### src/rtl/rca_completion_ctrl_if.sv
// Operand request and result return handshakes between a client and rca_completion_ctrl.
// The client drives the master side; the controller takes the slave side.
interface rca_completion_ctrl_if #(
   parameter int N = 16,
   parameter int K = 4
);
   localparam int LW = $clog2(N/K+2);

   logic          in_valid;
   logic          in_ready;
   logic [N-1:0]  in_a;
   logic [N-1:0]  in_b;
   logic          in_cin;
   logic          out_valid;
   logic          out_ready;
   logic [N:0]    out_sum;
   logic [LW-1:0] out_lat;

   modport master (
      output in_valid, in_a, in_b, in_cin, out_ready,
      input  in_ready, out_valid, out_sum, out_lat
   );

   modport slave (
      input  in_valid, in_a, in_b, in_cin, out_ready,
      output in_ready, out_valid, out_sum, out_lat
   );
endinterface

### src/rtl/rca_completion_ctrl.sv
// Launches operands into an external RCA, waits floor(L/K)+1 cycles (L = longest propagate run), then captures {Cout,S}.
// Latency W+1 edges from accept to out_valid; one operation in flight, result held until out_ready.
module rca_completion_ctrl #(
   parameter int N = 16,
   parameter int K = 4
) (
   input  logic                 clk,
   input  logic                 rst,
   rca_completion_ctrl_if.slave bus,
   output logic [N-1:0]         rca_a,
   output logic [N-1:0]         rca_b,
   output logic                 rca_cin,
   input  logic [N-1:0]         rca_s,
   input  logic                 rca_cout,
   input  logic [N-1:0]         rca_p,
   output logic [31:0]          perf_cycles
);
   localparam int LW = $clog2(N/K+2);
   localparam int RW = $clog2(N+1);

   typedef enum logic [1:0] {S_IDLE, S_LAUNCH, S_WAIT, S_DONE} state_t;

   state_t        state;
   state_t        state_nxt;
   logic          accept;
   logic          capture;
   logic [LW-1:0] cnt;
   logic [LW-1:0] lat_q;
   logic [N:0]    sum_q;
   logic [RW-1:0] run_len;
   logic [RW-1:0] run_max;
   logic [LW-1:0] w_val;

   // Longest run of consecutive propagate bits bounds the carry ripple distance.
   always_comb begin
      run_len = '0;
      run_max = '0;
      for (int i = 0; i < N; i++) begin
         if (rca_p[i]) run_len = run_len + RW'(1);
         else          run_len = '0;
         if (run_len > run_max) run_max = run_len;
      end
   end

   assign w_val = LW'(run_max / RW'(K)) + LW'(1);

   always_ff @(posedge clk) begin
      if (rst) state <= S_IDLE;
      else     state <= state_nxt;
   end

   always_comb begin
      state_nxt = state;
      accept    = 1'b0;
      capture   = 1'b0;
      case (state)
         S_IDLE: begin
            if (bus.in_valid) begin
               accept    = 1'b1;
               state_nxt = S_LAUNCH;
            end
         end
         S_LAUNCH: state_nxt = S_WAIT;
         S_WAIT: begin
            if (cnt == '0) begin
               capture   = 1'b1;
               state_nxt = S_DONE;
            end
         end
         S_DONE: begin
            if (bus.out_ready) state_nxt = S_IDLE;
         end
         default: state_nxt = S_IDLE;
      endcase
   end

   always_ff @(posedge clk) begin
      if (rst) begin
         rca_a       <= '0;
         rca_b       <= '0;
         rca_cin     <= 1'b0;
         cnt         <= '0;
         lat_q       <= '0;
         sum_q       <= '0;
         perf_cycles <= '0;
      end else begin
         if (accept) begin
            rca_a   <= bus.in_a;
            rca_b   <= bus.in_b;
            rca_cin <= bus.in_cin;
         end
         if (state == S_LAUNCH) begin
            cnt   <= w_val - LW'(1);
            lat_q <= w_val;
         end
         if (state == S_WAIT) begin
            if (perf_cycles != '1) perf_cycles <= perf_cycles + 32'd1;
            if (cnt != '0)         cnt <= cnt - LW'(1);
         end
         if (capture) sum_q <= {rca_cout, rca_s};
      end
   end

   assign bus.in_ready  = (state == S_IDLE) && !rst;
   assign bus.out_valid = (state == S_DONE);
   assign bus.out_sum   = sum_q;
   assign bus.out_lat   = lat_q;
endmodule
### src/flat_wrapper.sv
// flat-port wrapper written by rule: the top's interface ports become plain ports
module rca_completion_ctrl_flat 
#(
   parameter int N = 16,
   parameter int K = 4
)
  (clk, rst, rca_a, rca_b, rca_cin, rca_s, rca_cout, rca_p, perf_cycles, bus_in_valid, bus_in_a, bus_in_b, bus_in_cin, bus_out_ready, bus_in_ready, bus_out_valid, bus_out_sum, bus_out_lat);
  rca_completion_ctrl_if #(.N(N), .K(K)) bus_i ();
  input  logic clk;
  input  logic rst;
  output logic [N-1:0] rca_a;
  output logic [N-1:0] rca_b;
  output logic rca_cin;
  input  logic [N-1:0] rca_s;
  input  logic rca_cout;
  input  logic [N-1:0] rca_p;
  output logic [31:0] perf_cycles;
  input wire logic [$bits(bus_i.in_valid)-1:0] bus_in_valid;
  input wire logic [$bits(bus_i.in_a)-1:0] bus_in_a;
  input wire logic [$bits(bus_i.in_b)-1:0] bus_in_b;
  input wire logic [$bits(bus_i.in_cin)-1:0] bus_in_cin;
  input wire logic [$bits(bus_i.out_ready)-1:0] bus_out_ready;
  output wire logic [$bits(bus_i.in_ready)-1:0] bus_in_ready;
  output wire logic [$bits(bus_i.out_valid)-1:0] bus_out_valid;
  output wire logic [$bits(bus_i.out_sum)-1:0] bus_out_sum;
  output wire logic [$bits(bus_i.out_lat)-1:0] bus_out_lat;
  assign bus_i.in_valid = bus_in_valid;
  assign bus_i.in_a = bus_in_a;
  assign bus_i.in_b = bus_in_b;
  assign bus_i.in_cin = bus_in_cin;
  assign bus_i.out_ready = bus_out_ready;
  assign bus_in_ready = bus_i.in_ready;
  assign bus_out_valid = bus_i.out_valid;
  assign bus_out_sum = bus_i.out_sum;
  assign bus_out_lat = bus_i.out_lat;
  rca_completion_ctrl #(.N(N), .K(K)) u_core (.clk(clk), .rst(rst), .bus(bus_i), .rca_a(rca_a), .rca_b(rca_b), .rca_cin(rca_cin), .rca_s(rca_s), .rca_cout(rca_cout), .rca_p(rca_p), .perf_cycles(perf_cycles));
endmodule
### config.mk
export PLATFORM = sky130hd
export DESIGN_NAME = rca_completion_ctrl_flat
export DESIGN_NICKNAME = d
export VERILOG_FILES = /design/src/rtl/rca_completion_ctrl_if.sv /design/src/rtl/rca_completion_ctrl.sv /design/src/flat_wrapper.sv
export SDC_FILE = /design/constraint.sdc
export NUM_CORES = 1
export LEC_CHECK = 0
export CORE_MARGIN = 2
export CORE_UTILIZATION = 40
export CTS_CLUSTER_SIZE = 14
export DETAILED_ROUTE_END_ITERATION = 10
export HOLD_SLACK_MARGIN = 0.1
export REMOVE_ABC_BUFFERS = 1
export SLEW_MARGIN = 0
export SYNTH_ARGS = -nofsm -noshare
export SYNTH_HDL_FRONTEND = slang
export SYNTH_SLANG_ARGS = --single-unit
### constraint.sdc
create_clock -name clk -period 33.4 [get_ports clk]
set_input_delay 5.01 -clock clk [delete_from_list [all_inputs] [get_ports clk]]
set_output_delay 5.01 -clock clk [all_outputs]
set_load 0.01 [all_outputs]
==> results of run 1 <==
state kept, by name (all words and copies together) (netlist names):
signal	flops
u_core.perf_cycles	32
u_core.bus.out_sum	17
u_core.rca_a	16
u_core.rca_b	16
u_core.bus.out_lat	3
u_core.cnt	3
u_core.state	2
u_core.rca_cin	1
cell families (layout without fill, tap and decap cells):
kind of cell             count (synthesis)  after routing
AO/OA/AOI/OAI                          270            270
XOR/XNOR                                38             38
adder cells (fa/ha/maj)                 78             78
buffers and inverters                   91            220
flip-flops                              90             90
multiplexers                            19             19
AND/OR/NAND/NOR                        485            485
layout make-up:
| class | instances | area [um2] | area share, % |
|---|---|---|---|
| Sequential cell | 90 | 1800 | 18.3 |
| Timing Repair Buffer | 159 | 1580 | 16.1 |
| Clock inverter | 6 | 97.6 | 0.993 |
| Inverter | 45 | 171 | 1.74 |
| Tap cell | 260 | 325 | 3.31 |
| Multi-Input combinational cell | 890 | 5610 | 57.1 |
| Clock buffer | 10 | 239 | 2.43 |
path summary, 6_finish.rpt:
kind / from / to / depth (start not counted)
worst max-delay path: rca_p[0] / u_core.bus.out_lat[2] / 109
worst min-delay path: u_core.bus.out_sum[6] / u_core.bus.out_sum[6] / 2
worst max register to register: u_core.perf_cycles[19] / u_core.perf_cycles[30] / 11
worst min register to register: u_core.bus.out_sum[6] / u_core.bus.out_sum[6] / 2
cells in the final DEF (no fill, tap or decap), drive strengths merged, types with 11 or more instances in the layout:
master / n
ha: 77
nor3: 24
or3: 14
nand2b: 11
mux2i: 14
o21a: 26
nand3: 48
nor2b: 15
o21ai: 39
xor2: 19
xnor2: 19
clkdlybuf4s50: 155
dfxtp: 90
a21o: 20
nor2: 114
nand2: 179
and2: 21
nand4: 12
and3: 18
a21oi: 96
inv: 47
per-layer routing:
metal | wire (um) | up-vias | part of all wire, % | GRT usage (%)
met1 | 11200 | 3651 | 47 | 30.6
met5 | 13 | - | 0.055 | 0
li1 | - | 4042 | - | -
met3 | 1390 | 19 | 5.9 | 3.83
met4 | 231 | 2 | 0.98 | 4.28
met2 | 10900 | 221 | 46 | 39.0
per-stage QoR:
stage	util [%]	setup slack (ps)	area [um2]	cells
floorplan	-	7600	7580	1025
global placement	50.3	4180	9490	1444
detailed placement	50.3	3770	9490	1444
CTS	52.0	4020	9830	1460
global route	52.0	1510	9830	1460
finish	52.0	3800	9830	1460
tightest hold or removal path: cells and delay by family, from the launching register on:
kind               cells  cell delay, ps
DFF                    1             310
and+or+nand+nor        1              50
AOI/OAI and AO/OA      1              50
==> metrics.txt, run 1 <==
status=completed; endpoints failing hold=0; vias in the first global route=7324; CP max-delay cell=clkdlybuf4s50_1; die height=143 um; Synth async-reset ratio=0%; mux cell area share after synthesis=2.90%; worst min path class=reg -> reg; Yosys reg bits=90; share of the synthesized area in the top cell type=23.2%; root buf cell=clkbuf_16; Die Area=20600 um2; Core Box Area=18900 um2; Critical Path End Type=flop; final setup fails=0; CP Launch Type=primary input; mapped cell area=7770 um2; kind of critical path=in -> reg; delay-heaviest family, CP=compound AO/OA/AOI/OAI gates; Starting Density=41.2%; RSZ-0062 raised after global routing=false; clk_lat worst skew=340 ps; DP HPWL=18600 um; CTS buffer count=9; pin count of the biggest net entering global routing=75; initial antenna violation count=1; Post-CTS Repair Setup Buffers=0; Worst Path Required=33690 ps; Synthesis Warnings=0; skew final=11.1 ps; fillers=1894; sequential area share after synthesis=23.2%; Primary FF master, synth=dfxtp_1; Critical path buffers and inverters=4; PortBufs=156; clock sink count=90; Setup TNS=0 ps; global route overflow=0; ranking of synthesized cells by area=dfxtp_1 (23%), ha_1 (12%), nand2_1 (8.6%); fin crit period=29600 ps; crit-path most repeated cell=ha_1; Hold Buf Count CTS=0; Compound-Gate Fraction of Synth Area=23.1%; Synth Area in XOR/XNOR=4.38%; Synth top cells by count=nand2_1 (179), nor2_1 (112), a21oi_1 (95), dfxtp_1 (90), ha_1 (77); GPL Wtd Cong=0.911; relative slew slack=21.5%; first-pass GRT wire length=38100 um; Via density=5.43; WL/cell=16.2 um; Overall Global Routing Usage=22.9%; r2r setup slk=30560 ps; clock-pin slew on the worst setup and hold paths=70 ps; Adder-Cell Fraction of Synth Area=12.5%; routed wire length=23700 um; CTS max path bufs=2; hold_ws=453 ps; max_cap viols=0; Critical Path Max Stage Delay=610 ps; synth-to-layout area growth=26.4%; H-tree depth=3; average size of a mapped cell=7.26 um2; # IOs=157; Post-layout nets=1342; Synth area leader=dfxtp_1; post-route ant nets=0; Yosys cell types=81; Post-synth EDFFs=0; FP Rows=50; most common cell in the netlist=nand2_1; Worst Path Arrival=29890 ps; Synth Instances=1071; share of cells above drive strength 1=4.83%; post_cts resized=0; critical-path maximum fanout=11; Iteration-0 DRC Markers=500; n_diodes=0; Final period util=88.6%; Die W=143 um; Max Freq=33.8 MHz; vias post-DR=7935; Post-Synth Simple-Gate Area=29.3%; Least-Margin Pin Slew=1170 ps; Slew Viols, Final=0; largest family of logic cells by synthesized area=simple AND/OR/NAND/NOR gates; DR pass1 iterations=5; Remaining DRCs=0; CTS tree=yes
Power of run 1 is left out: the tool's default activity adds up to more than one toggle a clock period on the data nets, which glitch-free logic cannot reach.
==> run 2, diff against run 1 <==
==> constraint.sdc (replaced) <==
create_clock -name clk -period 33.4 [get_ports clk]
set_input_delay 5.01 -clock clk [delete_from_list [all_inputs] [get_ports clk]]
set_output_delay 5.01 -clock clk [all_outputs]
set_load 0.005 [all_outputs]
==> results of run 2 <==
Same layout as run 1: the final DEF is identical, and so are final timing and power.
Power of run 2 is left out for the same reason.
